==> config.mk <==
export PLATFORM = sky130hd
export DESIGN_NAME = m68k_bus_initiator
export DESIGN_NICKNAME = d
export VERILOG_FILES = /design/src/rtl/m68k_bus_initiator.sv
export SDC_FILE = /design/constraint.sdc
export NUM_CORES = 1
export LEC_CHECK = 0
export ABC_AREA = 1
export CORE_ASPECT_RATIO = 1.5
export CORE_UTILIZATION = 51
export DETAILED_ROUTE_END_ITERATION = 16
export PLACE_DENSITY = 0.82
export SLEW_MARGIN = 40
export SYNTH_ARGS = -nofsm -noshare
export SYNTH_HDL_FRONTEND = slang
export SYNTH_SLANG_ARGS = --single-unit
==> constraint.sdc <==
create_clock -name sysClk -period 5.1 [get_ports sysClk]
set_clock_uncertainty 0.2 [all_clocks]
set_input_delay 0.51 -clock sysClk [delete_from_list [all_inputs] [get_ports sysClk]]
set_output_delay 0.51 -clock sysClk [all_outputs]
set_load 0.03 [all_outputs]
==> src/rtl/m68k_bus_initiator.sv <==
`default_nettype none
//------------------------------------------------------------------------------
// Module      : m68k_bus_initiator
// Description : 68020-style asynchronous bus initiator; dynamic bus sizing
//               splits a request into 32/16/8-bit port sub-cycles.
// Revision    : 1.0 - initial release
//------------------------------------------------------------------------------
module m68k_bus_initiator #(
    parameter int TIMEOUT_CYCLES = 255
) (
    input  logic        sysClk,
    input  logic        sysReset,
    input  logic        reqValid,
    output logic        reqReady,
    input  logic        reqRnW,
    input  logic [1:0]  reqSize,
    input  logic [31:0] reqAddr,
    input  logic [2:0]  reqFC,
    input  logic [31:0] reqWData,
    output logic        rspValid,
    output logic [31:0] rspRData,
    output logic        rspBerr,
    output logic        rspTimeout,
    output logic        rspAlign,
    output logic [31:0] busAddr,
    output logic [1:0]  busSiz,
    output logic [2:0]  busFC,
    output logic        busRnW,
    output logic        nBusAS,
    output logic        nBusDS,
    output logic [31:0] busDataOut,
    output logic        busDataOe,
    input  logic [31:0] busDataIn,
    input  logic [1:0]  nBusDsack,
    input  logic        nBusBerr
);
    localparam logic [2:0] c_IDLE = 3'd0;
    localparam logic [2:0] c_ADDR = 3'd1;
    localparam logic [2:0] c_STRB = 3'd2;
    localparam logic [2:0] c_WDS  = 3'd3;
    localparam logic [2:0] c_WAIT = 3'd4;
    localparam logic [2:0] c_ENDC = 3'd5;
    localparam logic [2:0] c_DONE = 3'd6;
    localparam logic [7:0] c_TIMEOUT = 8'(TIMEOUT_CYCLES);

    logic [2:0]  r_state, w_nextState;
    logic [1:0]  r_dsackMeta, r_dsackSync;
    logic        r_berrMeta, r_berrSync;
    logic [31:0] r_addr, r_wdata, r_rdata;
    logic [2:0]  r_rem;
    logic [2:0]  r_fc;
    logic        r_rnw, r_berr, r_timeout, r_align;
    logic [7:0]  r_count;

    logic        w_misaligned;
    logic [2:0]  w_reqBytes;
    logic [31:0] w_reqWdata;
    logic [1:0]  w_offset;
    logic [2:0]  w_portBytes, w_avail, w_consumed;
    logic [31:0] w_laneData, w_rdataNext, w_wdataNext;
    logic        w_ack, w_timeUp;

    // Acknowledge inputs are asynchronous; idle (negated) level after reset.
    always_ff @(posedge sysClk) begin
        if (sysReset) begin
            r_dsackMeta <= 2'b11;
            r_dsackSync <= 2'b11;
            r_berrMeta  <= 1'b1;
            r_berrSync  <= 1'b1;
        end else begin
            r_dsackMeta <= nBusDsack;
            r_dsackSync <= r_dsackMeta;
            r_berrMeta  <= nBusBerr;
            r_berrSync  <= r_berrMeta;
        end
    end

    always_comb begin
        w_misaligned = (reqSize == 2'b10) ? reqAddr[0]
                     : ((reqSize != 2'b01) && (reqAddr[1:0] != 2'b00));
        case (reqSize)
            2'b01:   begin w_reqBytes = 3'd1; w_reqWdata = {reqWData[7:0], 24'd0};  end
            2'b10:   begin w_reqBytes = 3'd2; w_reqWdata = {reqWData[15:0], 16'd0}; end
            default: begin w_reqBytes = 3'd4; w_reqWdata = reqWData;                end
        endcase
        case (r_dsackSync)
            2'b00:   begin w_portBytes = 3'd4; w_offset = r_addr[1:0];         end
            2'b01:   begin w_portBytes = 3'd2; w_offset = {1'b0, r_addr[0]};   end
            default: begin w_portBytes = 3'd1; w_offset = 2'b00;               end
        endcase
        w_avail    = w_portBytes - {1'b0, w_offset};
        w_consumed = (r_rem < w_avail) ? r_rem : w_avail;
        // Rotate the addressed lane up to D31 so the consumed bytes sit on top.
        w_laneData = busDataIn << {w_offset, 3'b000};
        case (w_consumed)
            3'd1: begin
                w_rdataNext = {r_rdata[23:0], w_laneData[31:24]};
                w_wdataNext = {r_wdata[23:0], 8'd0};
            end
            3'd2: begin
                w_rdataNext = {r_rdata[15:0], w_laneData[31:16]};
                w_wdataNext = {r_wdata[15:0], 16'd0};
            end
            3'd3: begin
                w_rdataNext = {r_rdata[7:0], w_laneData[31:8]};
                w_wdataNext = {r_wdata[7:0], 24'd0};
            end
            default: begin
                w_rdataNext = w_laneData;
                w_wdataNext = 32'd0;
            end
        endcase
        w_ack    = (r_dsackSync != 2'b11);
        w_timeUp = (r_count >= c_TIMEOUT);
    end

    always_ff @(posedge sysClk) begin
        if (sysReset) r_state <= c_IDLE;
        else          r_state <= w_nextState;
    end

    always_comb begin
        w_nextState = r_state;
        reqReady    = 1'b0;
        rspValid    = 1'b0;
        nBusAS      = 1'b1;
        nBusDS      = 1'b1;
        busDataOe   = 1'b0;
        case (r_state)
            c_IDLE: begin
                reqReady = 1'b1;
                if (reqValid) w_nextState = w_misaligned ? c_DONE : c_ADDR;
            end
            c_ADDR: begin
                busDataOe = ~r_rnw;
                if (!w_ack && r_berrSync) w_nextState = c_STRB;
            end
            c_STRB: begin
                nBusAS      = 1'b0;
                nBusDS      = ~r_rnw;
                busDataOe   = ~r_rnw;
                w_nextState = r_rnw ? c_WAIT : c_WDS;
            end
            c_WDS: begin
                nBusAS      = 1'b0;
                nBusDS      = 1'b0;
                busDataOe   = 1'b1;
                w_nextState = c_WAIT;
            end
            c_WAIT: begin
                nBusAS    = 1'b0;
                nBusDS    = 1'b0;
                busDataOe = ~r_rnw;
                if (!r_berrSync || w_ack || w_timeUp) w_nextState = c_ENDC;
            end
            c_ENDC: begin
                busDataOe   = ~r_rnw;
                w_nextState = (r_berr || r_timeout || (r_rem == 3'd0)) ? c_DONE : c_ADDR;
            end
            c_DONE: begin
                rspValid    = 1'b1;
                w_nextState = c_IDLE;
            end
            default: w_nextState = c_IDLE;
        endcase
    end

    always_ff @(posedge sysClk) begin
        if (sysReset) begin
            r_addr    <= 32'd0;
            r_wdata   <= 32'd0;
            r_rdata   <= 32'd0;
            r_rem     <= 3'd0;
            r_fc      <= 3'd0;
            r_rnw     <= 1'b1;
            r_berr    <= 1'b0;
            r_timeout <= 1'b0;
            r_align   <= 1'b0;
            r_count   <= 8'd0;
        end else begin
            case (r_state)
                c_IDLE: if (reqValid) begin
                    r_addr    <= reqAddr;
                    r_wdata   <= w_reqWdata;
                    r_rdata   <= 32'd0;
                    r_rem     <= w_reqBytes;
                    r_fc      <= reqFC;
                    r_rnw     <= reqRnW;
                    r_berr    <= 1'b0;
                    r_timeout <= 1'b0;
                    r_align   <= w_misaligned;
                end
                c_ADDR:        r_count <= 8'd0;
                c_STRB, c_WDS: r_count <= r_count + 8'd1;
                c_WAIT: begin
                    r_count <= r_count + 8'd1;
                    if (!r_berrSync) begin
                        r_berr <= 1'b1;
                    end else if (w_ack) begin
                        r_addr  <= r_addr + {29'd0, w_consumed};
                        r_rem   <= r_rem - w_consumed;
                        r_wdata <= w_wdataNext;
                        if (r_rnw) r_rdata <= w_rdataNext;
                    end else if (w_timeUp) begin
                        r_timeout <= 1'b1;
                    end
                end
                default: ;
            endcase
        end
    end

    always_comb begin
        rspRData   = r_rdata;
        rspBerr    = rspValid & r_berr;
        rspTimeout = rspValid & r_timeout;
        rspAlign   = rspValid & r_align;
        busAddr    = r_addr;
        busSiz     = r_rem[1:0];
        busFC      = r_fc;
        busRnW     = r_rnw;
        // Short remainders are replicated so every port width sees them on its lanes.
        case (r_rem)
            3'd1:    busDataOut = {4{r_wdata[31:24]}};
            3'd2:    busDataOut = {2{r_wdata[31:16]}};
            default: busDataOut = r_wdata;
        endcase
    end
endmodule
`default_nettype wire

== Yosys cells after proc, flatten, opt, wreduce, memory -nomap -nowiden ==
Index checks and enable logic that the tools add are counted.
Word-level totals
  output and inout port bits: 110
  register bits: 123
Cells by class
  order comparisons: 2
  $add $sub $neg: 4
  shift-type cells: 1
  muxes and demuxes: 46
  bitwise gates (word level): 4
  reductions and logical operators: 23
  equal/unequal tests: 25
Operator list (count)
  $mux 32: 10
  $pmux 32 s2: 4
  $pmux 32 s3: 2
  $pmux 24 s2: 1
  $add 32x3->32: 1
  $shl 32x5->32: 1
  $mux 3: 10
  $ne 2x2->1 const B: 10
  $pmux 3 s2: 3
  $pmux 3 s6: 1
  $pmux 8 s2: 1
  $eq 3x2->1 const B: 5
  $reduce_and 5->1: 2
  $eq 3x1->1 const B: 3
  $eq 3x3->1 const B: 3
  $mux 1: 9
  $add 8x1->8 const B: 1
  $ge 8x8->1 const B: 1
  $pmux 1 s2: 4
  $logic_not 3->1: 2
  $reduce_and 3->1: 2
  $reduce_bool 2->1: 3
  $eq 2x1->1 const B: 2
  $logic_or 1x1->1: 4
  other kinds (16): 20

== Logic depth before layout (Yosys ltp) ==
  word-level depth: 11
  mapped depth: 26

== Least setup slack after synthesis ==
No wires, ideal clock.
  path type: register to register
  start: reg r_addr[0], in the netlist busAddr[0]
  end: reg r_addr[27], in the netlist busAddr[27]
  buffers on the path: 4
  setup time: 132 ps
  cell stages (with the launch flop): 27
  data required time: 4768 ps
  arrival: 3943 ps
  slack: 825 ps
  cell sequence: dfxtp_1 > buf_4 > nand2_1 > buf_4 > buf_4 > ha_1 > nand2_1 > o21ai_0 > ha_1 > inv_1 > a21oi_4 > nand2_2 > nand2_1 > nand2_1 > clkbuf_1 > ha_1 > nand2_1 > o21ai_0 > nand2_1 > nor2_1 > nand2_1 > nor2_1 > nand2_1 > nand2_1 > nand2_1 > nand2_1 > a21oi_1
Between the ends
  cells in the longest elaborated chain, start to end: 8
RTL lines
  start, declared: RTL line 49  | logic [31:0] r_addr, r_wdata, r_rdata;
  start signal, assigned: RTL line 183  | r_addr <= reqAddr;
  start signal, assigned: RTL line 200  | r_addr <= r_addr + {29'd0, w_consumed};
  $pmux 2 s2: RTL line 86  | case (r_dsackSync)
  $sub 3x2->3: RTL line 91  | w_avail = w_portBytes - {1'b0, w_offset};
  $lt 3x3->1: RTL line 92  | w_consumed = (r_rem < w_avail) ? r_rem : w_avail;
  $mux 3: RTL line 92
  $add 32x3->32 *: RTL line 200
  $mux 32 *: RTL line 199  | end else if (w_ack) begin
  $mux 32 *: RTL line 197  | if (!r_berrSync) begin
  $pmux 32 s2 *: RTL line 181  | case (r_state)
Mark *: on every way between the ends. The rest lies on a longest branch, timed or not. The select of a mux whose other input is x is not followed.
A chain may end at the register's enable or synchronous reset.

== Worst setup path after layout ==
  start: reg r_dsackSync[1]
  end: reg r_addr[27], in the netlist busAddr[27]
Between the ends
  cells in the longest elaborated chain, start to end: 9
  elaborated cells on any way between the ends: 14
  classes of those cells: add/sub (2); order compare (1); eq/ne (3); mux (6); reduce/logical (2)
RTL lines
  start, declared: RTL line 47  | logic [1:0] r_dsackMeta, r_dsackSync;
  start signal, assigned: RTL line 72  | r_dsackSync <= r_dsackMeta;
  $eq 2x1->1 or $logic_not 2->1 (tied branches): RTL line 86
  $pmux 3 s2 or $pmux 2 s2 (tied branches): RTL line 86
  $sub 3x2->3: RTL line 91
  $lt 3x3->1: RTL line 92
  $mux 3: RTL line 92
  $add 32x3->32: RTL line 200
  $mux 32: RTL line 199
  $mux 32: RTL line 197
  $pmux 32 s2: RTL line 181
Several ways; a longest one is shown, not always the timed one. The select of a mux whose other input is x is not followed.

==> impl_metrics.ini <==
[sta]
hold_viol_final = 0
setup_viol = 0
fmax_mhz = 227
rsz0062_at_grt = false
relSlewSlack_pct = 40.0
min_period_ns = 4.41
holdWs_ns = 0.209
finalCritPeriodShare_pct = 86.5
worst_pin_slew_ns = 0.890
maxSlewViolCount = 0
fin_tns_setup_ns = 0

[critical_path]
critical_path.slowest_cell = dfxtp_1
slowest_delay_ns = 0.36
crit_top_cell = nand2_1
critPathBufInv = 3
worstSetupEndpointType = flop
worstPathRequired_ns = 5.27
path_delay_family = simple AND/OR/NAND/NOR gates
worstSetupStartpointType = flop
worst_ep_arrival_time_ns = 4.58
path_class = reg -> reg
path_cells = inv_1, o21ai_0, ha_1, nand2_1, o21ai_0, ha_1, inv_1, a21oi_4, nand2_2, nand2_1, nand2_1, buf_4, ha_1, nand2_1, o21ai_0, nand2_1, nor2_1, nand2_1, nor2_1, nand3_1, nand2_1, nand3_1, a21oi_1
crit_fanout = 13

[detailed_routing]
top_layer = met4
wl_met3_mm = 1.99
drc = 0
postRouteAntennaNets = 0
met2_length_mm = 16.4
drt-initial-drc-count = 1087
met1_length_mm = 12.0
num_vias = 10900
routed_wl_mm = 32.9
wl_per_cell_um = 17.3
routed_via_density = 5.71
firstDrtPassIters = 6

[finish]
drive_gt1_share_pct = 5.57
antenna_cells = 0
final_core_util_pct = 67.8
area_growth_pct = 30.2
nNetsFinal = 1800
final_cell_area_um2 = 11800

[power_and_ir_drop]
cellLeakagePower_nw = 4.64
power.total_w = 0.00762
ir_drop_v = 0.000471
p_per_area_nw_per_um2 = 647

[cts]
clock_sinks = 123
clk_root_buffer_cell = clkbuf_16
cts_tree = done
ctsHoldBuffers = 0
cts_resized = 0
clock_latency_ns = 0.43
htreeDepth = 4
cts_post_setup_buffers_inserted = 0
clk_path_buf_depth = 2
clkTransAtPathRegs_ns = 0.06
numCtsBuffers = 17

[die]
start_util_pct = 52.1
ios = 218
die-height_um = 165
core_area_um2 = 17300
dieWidth_um = 111
num_rows = 59
die-area_um2 = 18300

[synthesis]
yosysUniqueCellTypes = 49
synth_cells = 1523
synthArstFlopShare_pct = 0
synthMuxAreaShare_pct = 0
synth_edf_count = 0
yosysTopAreaCell = dfxtp_1
synthTopCellsByArea = dfxtp_1, nand2_1, a21oi_1
synth_compound_area_share_pct = 20.4
synth_seq_cells = 123
synthTopCellsByCount = nand2_1, nor2_1, a21oi_1
synth_most_common_cell = nand2_1
synth_xor_area_share_pct = 0.678
synth_ff_type = dfxtp_1
synth_top_area_share_pct = 27.2
yosys.area_share.simple_pct = 36.8
synthesis.nets = 1647
synth.avg_cell_area_um2 = 5.94
syn_area_um2 = 9040
synth_top_family_by_area = simple AND/OR/NAND/NOR gates
yosysWarnings = 0
synth_fa_ha_area_share_pct = 2.38
synth-seq-area-share_pct = 27.2

[global_route]
grt.total_usage_pct = 35.4
grt_max_degree = 75
grt_pass1_vias = 10200
grt_overflow = 0
grt_first_pass_wirelength_mm = 51.3
grt_antenna_before_repair = 0

[place]
place_hpwl_mm = 23.5
dpl-instance-area_um2 = 11100
place_congestion = 1.01
io_buffers = 217

[worst_hold_path]
hp-class = reg -> reg

[outcome]
status = completed

[job]
cap_violations = 0
cells in the final DEF, fill, tap and decap left out, types with 17 or more instances in the layout:
cell type and n:
a21oi_1 161, clkbuf_16 17, clkdlybuf4s50_1 216, dfxtp_1 123, inv_1 144, nand2_1 426, nand3_1 79, nor2_1 165
nor3_1 57, o21ai_0 98
per-layer routing:
metal  vias to the layer above  track usage, %
met5                         -               0
met4                         0            27.5
met3                       161            6.46
met2                       530            63.2
met1                      4910            36.9
li1                       5250               -
kinds of logic after synthesis:
| group | after synthesis |
|---|---|
| compound gates | 335 |
| xor+xnor | 7 |
| fa+ha+maj | 16 |
| buf+inv | 255 |
| flops | 123 |
| simple gates | 787 |
worst register-to-register path: cells and delay by family (launching register included):
family / cells / cell delay [ns]
simple gates: 12 / 1.44
compound gates: 5 / 0.93
flops: 1 / 0.36
fa+ha+maj: 3 / 0.84
buf+inv: 3 / 0.58
worst paths after layout:
| kind | from | endpoint | slack [ns] | depth (start not counted) |
|---|---|---|---|---|
| setup / recovery | r_dsackSync[1] | busAddr[27] | 0.69 | 23 |
| hold reg to reg | r_dsackMeta[1] | r_dsackSync[1] | 0.21 | 1 |
| setup reg to reg | r_dsackSync[1] | busAddr[27] | 0.69 | 23 |
| hold / removal | r_dsackMeta[1] | r_dsackSync[1] | 0.21 | 1 |
where the power goes:
group | internal (W) | total, W | switching, W
clock | 0.000934 | 0.00142 | 0.000481
sequential | 0.00123 | 0.00155 | 0.000320
combinational | 0.00156 | 0.00466 | 0.00310
total | 0.00372 | 0.00762 | 0.00390
cell type report:
cell class / instances / area (um^2)
inverter: 159 / 598
multi-input combinational: 1145 / 5470
fill: 1603 / 5580
tap: 213 / 267
clock inverter: 13 / 240
timing repair buffer: 230 / 2290
sequential: 123 / 2460
clock buffer: 19 / 443
sequential cells by signal, indices dropped and copies added, names as in the netlist:
name / flops
r_berrMeta: 1
r_dsackSync: 2
r_dsackMeta: 2
r_align: 1
r_state: 3
busRnW: 1
busAddr: 32
r_timeout: 1
r_count: 8
rspRData: 32
r_wdata: 32
r_berr: 1
busFC: 3
r_rem: 3
r_berrSync: 1
per-stage QoR:
stage,setup WS [ns],std cells
6_report,0.687,1902
5_1_grt,0.495,1902
4_1_cts,0.748,1902
3_5_place_dp,0.771,1870
3_3_place_gp,0.889,1869
2_1_floorplan,0.825,1523
Power figures use the tool's default switching activity.
